**src/rtl/jtag_pkg.sv**
```systemverilog
// Shared JTAG register constants: IR width, opcodes and the DR selection decode.
package jtag_pkg;

    localparam int IR_W = 4;

    localparam logic [IR_W-1:0] IR_IDCODE  = 4'b0001;
    localparam logic [IR_W-1:0] IR_USER    = 4'b0010;
    localparam logic [IR_W-1:0] IR_BYPASS  = 4'b1111;
    localparam logic [IR_W-1:0] IR_CAPTURE = 4'b0001;

    typedef enum logic [1:0] {
        DR_IDCODE,
        DR_USER,
        DR_BYPASS
    } dr_sel_e;

    // Unknown opcodes, and USER when that register is not built, fall back to BYPASS.
    function automatic dr_sel_e decode_ir(input logic [IR_W-1:0] ir, input logic user_en);
        dr_sel_e sel;
        sel = DR_BYPASS;
        if (ir == IR_IDCODE)
            sel = DR_IDCODE;
        else if (ir == IR_USER && user_en)
            sel = DR_USER;
        return sel;
    endfunction

endpackage

```
**src/rtl/jtag_shift_reg.sv**
```systemverilog
// Generic capture/shift register: parallel load on capture, right shift with tdi into the MSB.
module jtag_shift_reg #(
    parameter int W = 4
) (
    input  logic         tck,
    input  logic         reset_n,
    input  logic         clear,
    input  logic         capture,
    input  logic         shift,
    input  logic [W-1:0] load,
    input  logic         tdi,
    output logic [W-1:0] q,
    output logic         so
);

    // NOTE: reset is synchronous, so it is simply the highest-priority branch inside the clocked block.
    always_ff @(posedge tck) begin
        if (!reset_n || clear)
            q <= '0;
        else if (capture)
            q <= load;
        else if (shift)
            // NOTE: non-blocking so every flop in the chain samples its neighbour's pre-edge value.
            q <= (q >> 1) | (W'(tdi) << (W - 1));
    end

    assign so = q[0];

endmodule

```
**src/rtl/jtag_regs.sv**
```systemverilog
// JTAG instruction and data registers (IR, IDCODE, BYPASS, optional USER).
// Optional USER data register is built only when JTAG_USER_DR_EN is defined.
module jtag_regs
    import jtag_pkg::*;
#(
    parameter logic [31:0] IDCODE_VAL = 32'h0A5C_3001,
    parameter int          USER_W     = 8
) (
    input  logic              tck,
    input  logic              reset_n,
    input  logic              tap_reset,
    input  logic              capture_ir,
    input  logic              shift_ir,
    input  logic              update_ir,
    input  logic              capture_dr,
    input  logic              shift_dr,
    input  logic              update_dr,
    input  logic              select,
    input  logic              enable,
    input  logic              tdi,
    input  logic [USER_W-1:0] user_status,
    output logic              tdo,
    output logic              tdo_oe,
    output logic [IR_W-1:0]   ir_active,
    output logic [USER_W-1:0] user_data,
    output logic              user_valid
);

    // Capture beats shift; update is dropped if either is present; tap_reset kills everything.
    logic ir_cap, ir_sft, ir_upd;
    logic dr_cap, dr_sft, dr_upd;

    assign ir_cap = capture_ir & ~tap_reset;
    assign ir_sft = shift_ir & ~capture_ir & ~tap_reset;
    assign ir_upd = update_ir & ~capture_ir & ~shift_ir & ~tap_reset;
    assign dr_cap = capture_dr & ~tap_reset;
    assign dr_sft = shift_dr & ~capture_dr & ~tap_reset;
    assign dr_upd = update_dr & ~capture_dr & ~shift_dr & ~tap_reset;

    logic [IR_W-1:0] ir_q;
    logic            ir_so;

    jtag_shift_reg #(.W(IR_W)) u_ir (
        .tck     (tck),
        .reset_n (reset_n),
        .clear   (tap_reset),
        .capture (ir_cap),
        .shift   (ir_sft),
        .load    (IR_CAPTURE),
        .tdi     (tdi),
        .q       (ir_q),
        .so      (ir_so)
    );

    always_ff @(posedge tck) begin
        if (!reset_n || tap_reset)
            ir_active <= IR_IDCODE;
        else if (ir_upd)
            ir_active <= ir_q;
    end

    logic    user_so;
    dr_sel_e dr_sel;

`ifdef JTAG_USER_DR_EN
    localparam bit USER_EN = 1'b1;

    logic [USER_W-1:0] user_q;

    jtag_shift_reg #(.W(USER_W)) u_user (
        .tck     (tck),
        .reset_n (reset_n),
        .clear   (tap_reset),
        .capture (dr_cap && dr_sel == DR_USER),
        .shift   (dr_sft && dr_sel == DR_USER),
        .load    (user_status),
        .tdi     (tdi),
        .q       (user_q),
        .so      (user_so)
    );

    always_ff @(posedge tck) begin
        if (!reset_n) begin
            user_data  <= '0;
            user_valid <= 1'b0;
        end else begin
            user_valid <= dr_upd && dr_sel == DR_USER;
            if (dr_upd && dr_sel == DR_USER)
                user_data <= user_q;
        end
    end
`else
    localparam bit USER_EN = 1'b0;

    logic unused_status;

    assign unused_status = ^user_status;
    assign user_so       = 1'b0;
    assign user_data     = '0;
    assign user_valid    = 1'b0;
`endif

    assign dr_sel = decode_ir(ir_active, USER_EN);

    logic [31:0] idcode_unused;
    logic        idcode_so;

    jtag_shift_reg #(.W(32)) u_idcode (
        .tck     (tck),
        .reset_n (reset_n),
        .clear   (tap_reset),
        .capture (dr_cap && dr_sel == DR_IDCODE),
        .shift   (dr_sft && dr_sel == DR_IDCODE),
        .load    (IDCODE_VAL),
        .tdi     (tdi),
        .q       (idcode_unused),
        .so      (idcode_so)
    );

    logic bypass_q;

    always_ff @(posedge tck) begin
        if (!reset_n || tap_reset)
            bypass_q <= 1'b0;
        else if (dr_cap && dr_sel == DR_BYPASS)
            bypass_q <= 1'b0;
        else if (dr_sft && dr_sel == DR_BYPASS)
            bypass_q <= tdi;
    end

    logic dr_tdo;

    always_comb begin
        dr_tdo = idcode_so;
        case (dr_sel)
            DR_USER:   dr_tdo = user_so;
            DR_BYPASS: dr_tdo = bypass_q;
            default:   dr_tdo = idcode_so;
        endcase
        tdo = (select ? ir_so : dr_tdo) & enable;
    end

    assign tdo_oe = enable;

endmodule
```
**config.mk**
```make
export PLATFORM = sky130hd
export DESIGN_NAME = jtag_regs
export DESIGN_NICKNAME = d
export VERILOG_FILES = /design/src/rtl/jtag_pkg.sv /design/src/rtl/jtag_shift_reg.sv /design/src/rtl/jtag_regs.sv
export SDC_FILE = /design/constraint.sdc
export NUM_CORES = 1
export LEC_CHECK = 0
export CAP_MARGIN = 20
export CORE_ASPECT_RATIO = 0.7
export CORE_UTILIZATION = 55
export CTS_CLUSTER_DIAMETER = 100
export DETAILED_ROUTE_END_ITERATION = 12
export DONT_BUFFER_PORTS = 1
export PLACE_DENSITY = 0.74
export SLEW_MARGIN = 30
export SYNTH_ARGS = -nofsm -noshare
export SYNTH_HDL_FRONTEND = slang
export SYNTH_SLANG_ARGS = --single-unit
```
**constraint.sdc**
```tcl
create_clock -name tck -period 1.9 [get_ports tck]
set_input_delay 0.285 -clock tck [delete_from_list [all_inputs] [get_ports tck]]
set_output_delay 0.285 -clock tck [all_outputs]
set_load 0.03 [all_outputs]
```
[Yosys cells after proc, flatten, opt, wreduce, memory -nomap -nowiden]
Index checks and enable logic that the tools add are counted.
Operators by class
  eq/ne operators: 3
  muxes and demuxes: 7
  bitwise gates (word level): 16
  reductions and logical operators: 12
Operator list (number)
  $mux W28: 2
  $or A31 B32 Y32: 1
  $and A1 B1 Y1: 10
  $reduce_or A2 Y1: 3
  $eq A4 B1 Y1 const B: 1
  $logic_and A1 B1 Y1: 4
  $not A1 Y1: 4
  $or A3 B4 Y4: 1
  $reduce_bool A2 Y1: 2
  $mux W1: 3
  $eq A2 B1 Y1 const B: 1
  $eq A2 B2 Y1 const B: 1
  $logic_not A2 Y1: 1
  $mux W2: 1
  $pmux W1 S2: 1
  $logic_not A1 Y1: 1
  $logic_or A1 B1 Y1: 1
Word-level totals
  flip-flop bits (word level): 41
  input bits: 20
  output and inout port bits: 15
  word-level logic and storage cells: 44

[Logic depth before layout (Yosys ltp)]
  depth after elaboration: 6
  mapped depth: 5
  depth with buffers taken out: 3

[Hierarchy]
A second synthesis with hierarchy kept.
Second synthesis, totals
  cells, all modules: 209
  area, all modules: 2112.0 µm²
By module, submodules not included
  jtag_shift_reg (u_idcode): times used 1, cells an instance 144, area each 1524.0 µm², sequential area each 640.6 µm²
  jtag_regs: times used 1, cells an instance 45, area each 384.1 µm², sequential area each 100.1 µm²
  jtag_shift_reg (u_ir): times used 1, cells an instance 20, area each 203.9 µm², sequential area each 80.1 µm²

[Worst setup path after synthesis]
OpenSTA, ideal clock, no wires.
  path type: reg2out
  start: register ir_active[1]
  end: output tdo
  arrival: 1.635 ns
  required time: 1.615 ns
  path slack: -0.020 ns
  cell stages (with the launch flop): 6
  path buffers: 2
  path through: dfxtp_1 > or4b_1 > buf_6 > buf_2 > nand2_1 > a31oi_1
On the way
  cells in the longest elaborated chain, start to end: 6
  elaborated cells between the ends (all ways): 7
  those cells by class: 3 x eq/ne; 3 x mux; 1 x bitwise
RTL lines
  from (decl): RTL line jtag_regs.sv:24  | output logic [IR_W-1:0] ir_active,
  from (signal assigned): RTL line jtag_regs.sv:59  | ir_active <= ir_q;
  $eq A4 B1 Y1 (*): RTL line jtag_pkg.sv:21  | if (ir == IR_IDCODE)
  $mux W2 (*): RTL line jtag_pkg.sv:21
  $eq A2 B2 Y1 / $eq A2 B1 Y1 (equally long branches): RTL line jtag_regs.sv:135  | case (dr_sel)
  $pmux W1 S2 (*): RTL line jtag_regs.sv:135
  $mux W1 (*): RTL line jtag_regs.sv:140  | tdo = (select ? ir_so : dr_tdo) & enable;
  $and A1 B1 Y1 (*): RTL line jtag_regs.sv:140
  to (decl): RTL line jtag_regs.sv:22  | output logic tdo,
Every way passes the cells marked *; elsewhere a longest branch is shown, timed or not.

[Worst setup path after layout]
Ends and elaborated chain as after synthesis.

==> run metrics <==
Cells after Synth=182; RSZ-0062 raised after global routing=no; CP arrival=between 1.5 and 2 ns; CP max stage cell=nor4b_4; P_leak=0.640 nW; CP cell instances=buf_4 -> nor4b_4 -> nand2_1 -> a31oi_2 -> buf_4; status=completed; VDD IR max=about 680 uV; Area growth, synth to finish=8.37%; gp weighted congestion=0.784; Slew Limit Headroom=0.539; nets=204; Tcrit/Tclk final=0.969; worst r2r dst=u_idcode.q[27]; Period minus WS final=1.84 ns; ANT nets after route=0; DRT Pass-1 Iters=4; Port Buffers=0; Slew @ Worst Pin=about 0.69 ns; CTS tree=built; Fmax=~540 MHz; most frequent cell on the critical path=buf_4; Crit. End Element=output port; initial drt markers=78; Detailed Route WL=around 3.4 mm; Resized cells post-CTS=0; clk sinks=between 40 and 50; remaining global-route overflow=0; clk buf depth=2; Adder-Cell Fraction of Synth Area=0; Slew Viols, Final=0; Ys Warns=0; Yosys reg bits=a little over 40; vias per cell=6.03; share of cells above drive strength 1=0.184; Crit path required time=1.62 ns; total number of vias=~1,300; worst-skew pair later-pin latency=a little under 0.3 ns; Final Hold Viols=0; CP max FO=3; antenna cell count=0; Crit. Startpoint=ir_active[1]; multiplexer area fraction after synthesis=0.0408; All-Layer GR Usage=0.239; Final setup viols=0; most common cell after layout, fill and taps aside=dfxtp_1; Die Y=around 49 um; # DRC=0; Reg2Reg Depth=4; largest net degree at the start of global routing=27; largest family of logic cells by synthesized area=compound AO/OA/AOI/OAI gates; Reg2Reg Launch Point=ir_active[1]; HPWL Detailed=roughly 2.2 mm; area of the core=approximately 2900 um^2; Synth Area in XOR/XNOR=0; initial antenna violation count=0; final core occ=0.646; commonest cells after routing, fill and taps aside=dfxtp_1 (41), o21ai_0 (24), nand3_1 (23), a21oi_1 (23), buf_4 (11); vias in the first global route=between 1,000 and 1,500; global-route wire length before repair=5.85 mm; # IOs=35; row count=16; clk_skew=about 0.0065 ns; sequential element share of the synthesized area=0.477; crit path launch type=flip-flop; DIE AREA=approximately 3400 um^2; Root Buffer=clkbuf_8; Worst Setup EP=tdo; Synth cell types=28; Setup CP Type=flip-flop to output port; total CTS buffers=5; Post-CTS Hold Buffers=0; DIE WIDTH=68.8 um; setup repair bufs after CTS=0; Worst-path clk slew=roughly 0.080 ns; Hold WC Path Type=input pin to flip-flop; post-synthesis compound-gate area fraction=0.226; crit-path max cell delay=0.32 ns; setup_tns=0 ns; starting density of the core=0.596; Simple-Gate Fraction of Synth Area=0.160; MaxCap Viol Count=0; Post-Syn Area=~1700 um^2; Syn Area/Cell=roughly 9.4 um^2; CTS H-tree depth=2; r2r setup slk=roughly 0.22 ns; Avg WL per Cell=15.5 um; PD cells=910 nW/um^2
cell usage after synthesis:
master,number,area [um^2]
nand3b_1,1,7.51
o21ai_4,1,16.3
nor2b_1,2,12.5
or4b_1,1,10.0
nand2_1,5,18.8
nor3_1,3,15.0
dfxtp_1,41,821
buf_4,10,75.1
nor4b_2,1,15.0
buf_2,2,10.0
nand3_1,23,115
a21oi_1,23,115
o21ai_0,24,120
conb_1,1,3.75
a31oi_1,2,12.5
mux2i_1,7,70.1
nand2b_1,2,12.5
nor4b_4,1,23.8
buf_6,3,33.8
a211oi_1,1,7.51
inv_1,1,3.75
nor3b_2,1,12.5
nor2_1,4,15.0
nand4b_1,1,8.76
or3b_1,1,8.76
a21oi_4,1,16.3
o221a_2,9,101
clkbuf_1,10,37.5
cell families after synthesis:
family / Yosys count
multiplexers: 7
buffers and inverters: 26
AND/OR/NAND/NOR: 46
other: 1
flip-flops: 41
AO/OA/AOI/OAI: 61
where the power goes:
part | internal, mW | switching (mW) | total, mW
Clock | 0.428 | 0.280 | 0.708
Combinational | 0.0340 | 0.0757 | 0.110
Sequential | 0.870 | 0.00696 | 0.877
Total | 1.33 | 0.363 | 1.69
registers in the layout (all words and copies together) (netlist names):
name        flops
u_idcode.q     32
bypass_q        1
u_ir.q          4
ir_active       4
critical path, delay by kind of cell (launching register included):
kind	cells	cell delay, ns
AND/OR/NAND/NOR	2	0.43
flip-flops	1	0.31
buffers and inverters	2	0.35
AO/OA/AOI/OAI	1	0.17
metal layers:
layer | vias to the layer above | GRT usage | part of all wire
met2 | 44 | 0.340 | 0.44
met4 | 0 | 0.102 | 0.017
met5 | - | 0 | 0
li1 | 644 | - | -
met1 | 637 | 0.338 | 0.48
met3 | 8 | 0.0631 | 0.059
worst min path at each step:
stage,startpoint,endpoint,slack (ns),depth (start not counted)
after global placement,capture_ir,u_ir.q[1],0.37,1
after global routing,capture_ir,u_ir.q[2],0.05,1
after CTS,capture_ir,u_ir.q[1],0.05,1
after detailed placement,capture_ir,u_ir.q[1],0.37,1
after floorplan,capture_ir,u_ir.q[1],0.36,1
final,capture_ir,u_ir.q[1],0.06,1
through the flow:
step | hold slack, ns | instances | power [mW] | setup WS (ns) | cell area [um^2]
6_report | 0.0646 | 221 | 1.69 | 0.0581 | 1860
5_1_grt | 0.0500 | 221 | 1.75 | 0.0202 | 1860
4_1_cts | 0.0530 | 220 | 1.71 | 0.0286 | 1860
3_5_place_dp | 0.368 | 212 | 1.00 | 0.254 | 1740
3_3_place_gp | 0.368 | 212 | 1.00 | 0.293 | 1740
2_1_floorplan | 0.364 | 190 | 1.00 | 0.0485 | 1760
final cells by class:
cell class              count  area (um^2)
clock buffers               7         86.3
clock inverters             1         30.0
fillers                   230         1020
inverters                   1         3.75
multi-input cells         123          774
flip-flops and latches     41          821
well taps                  36         45.0
repair buffers             12          103
Power figures use the tool's default switching activity.
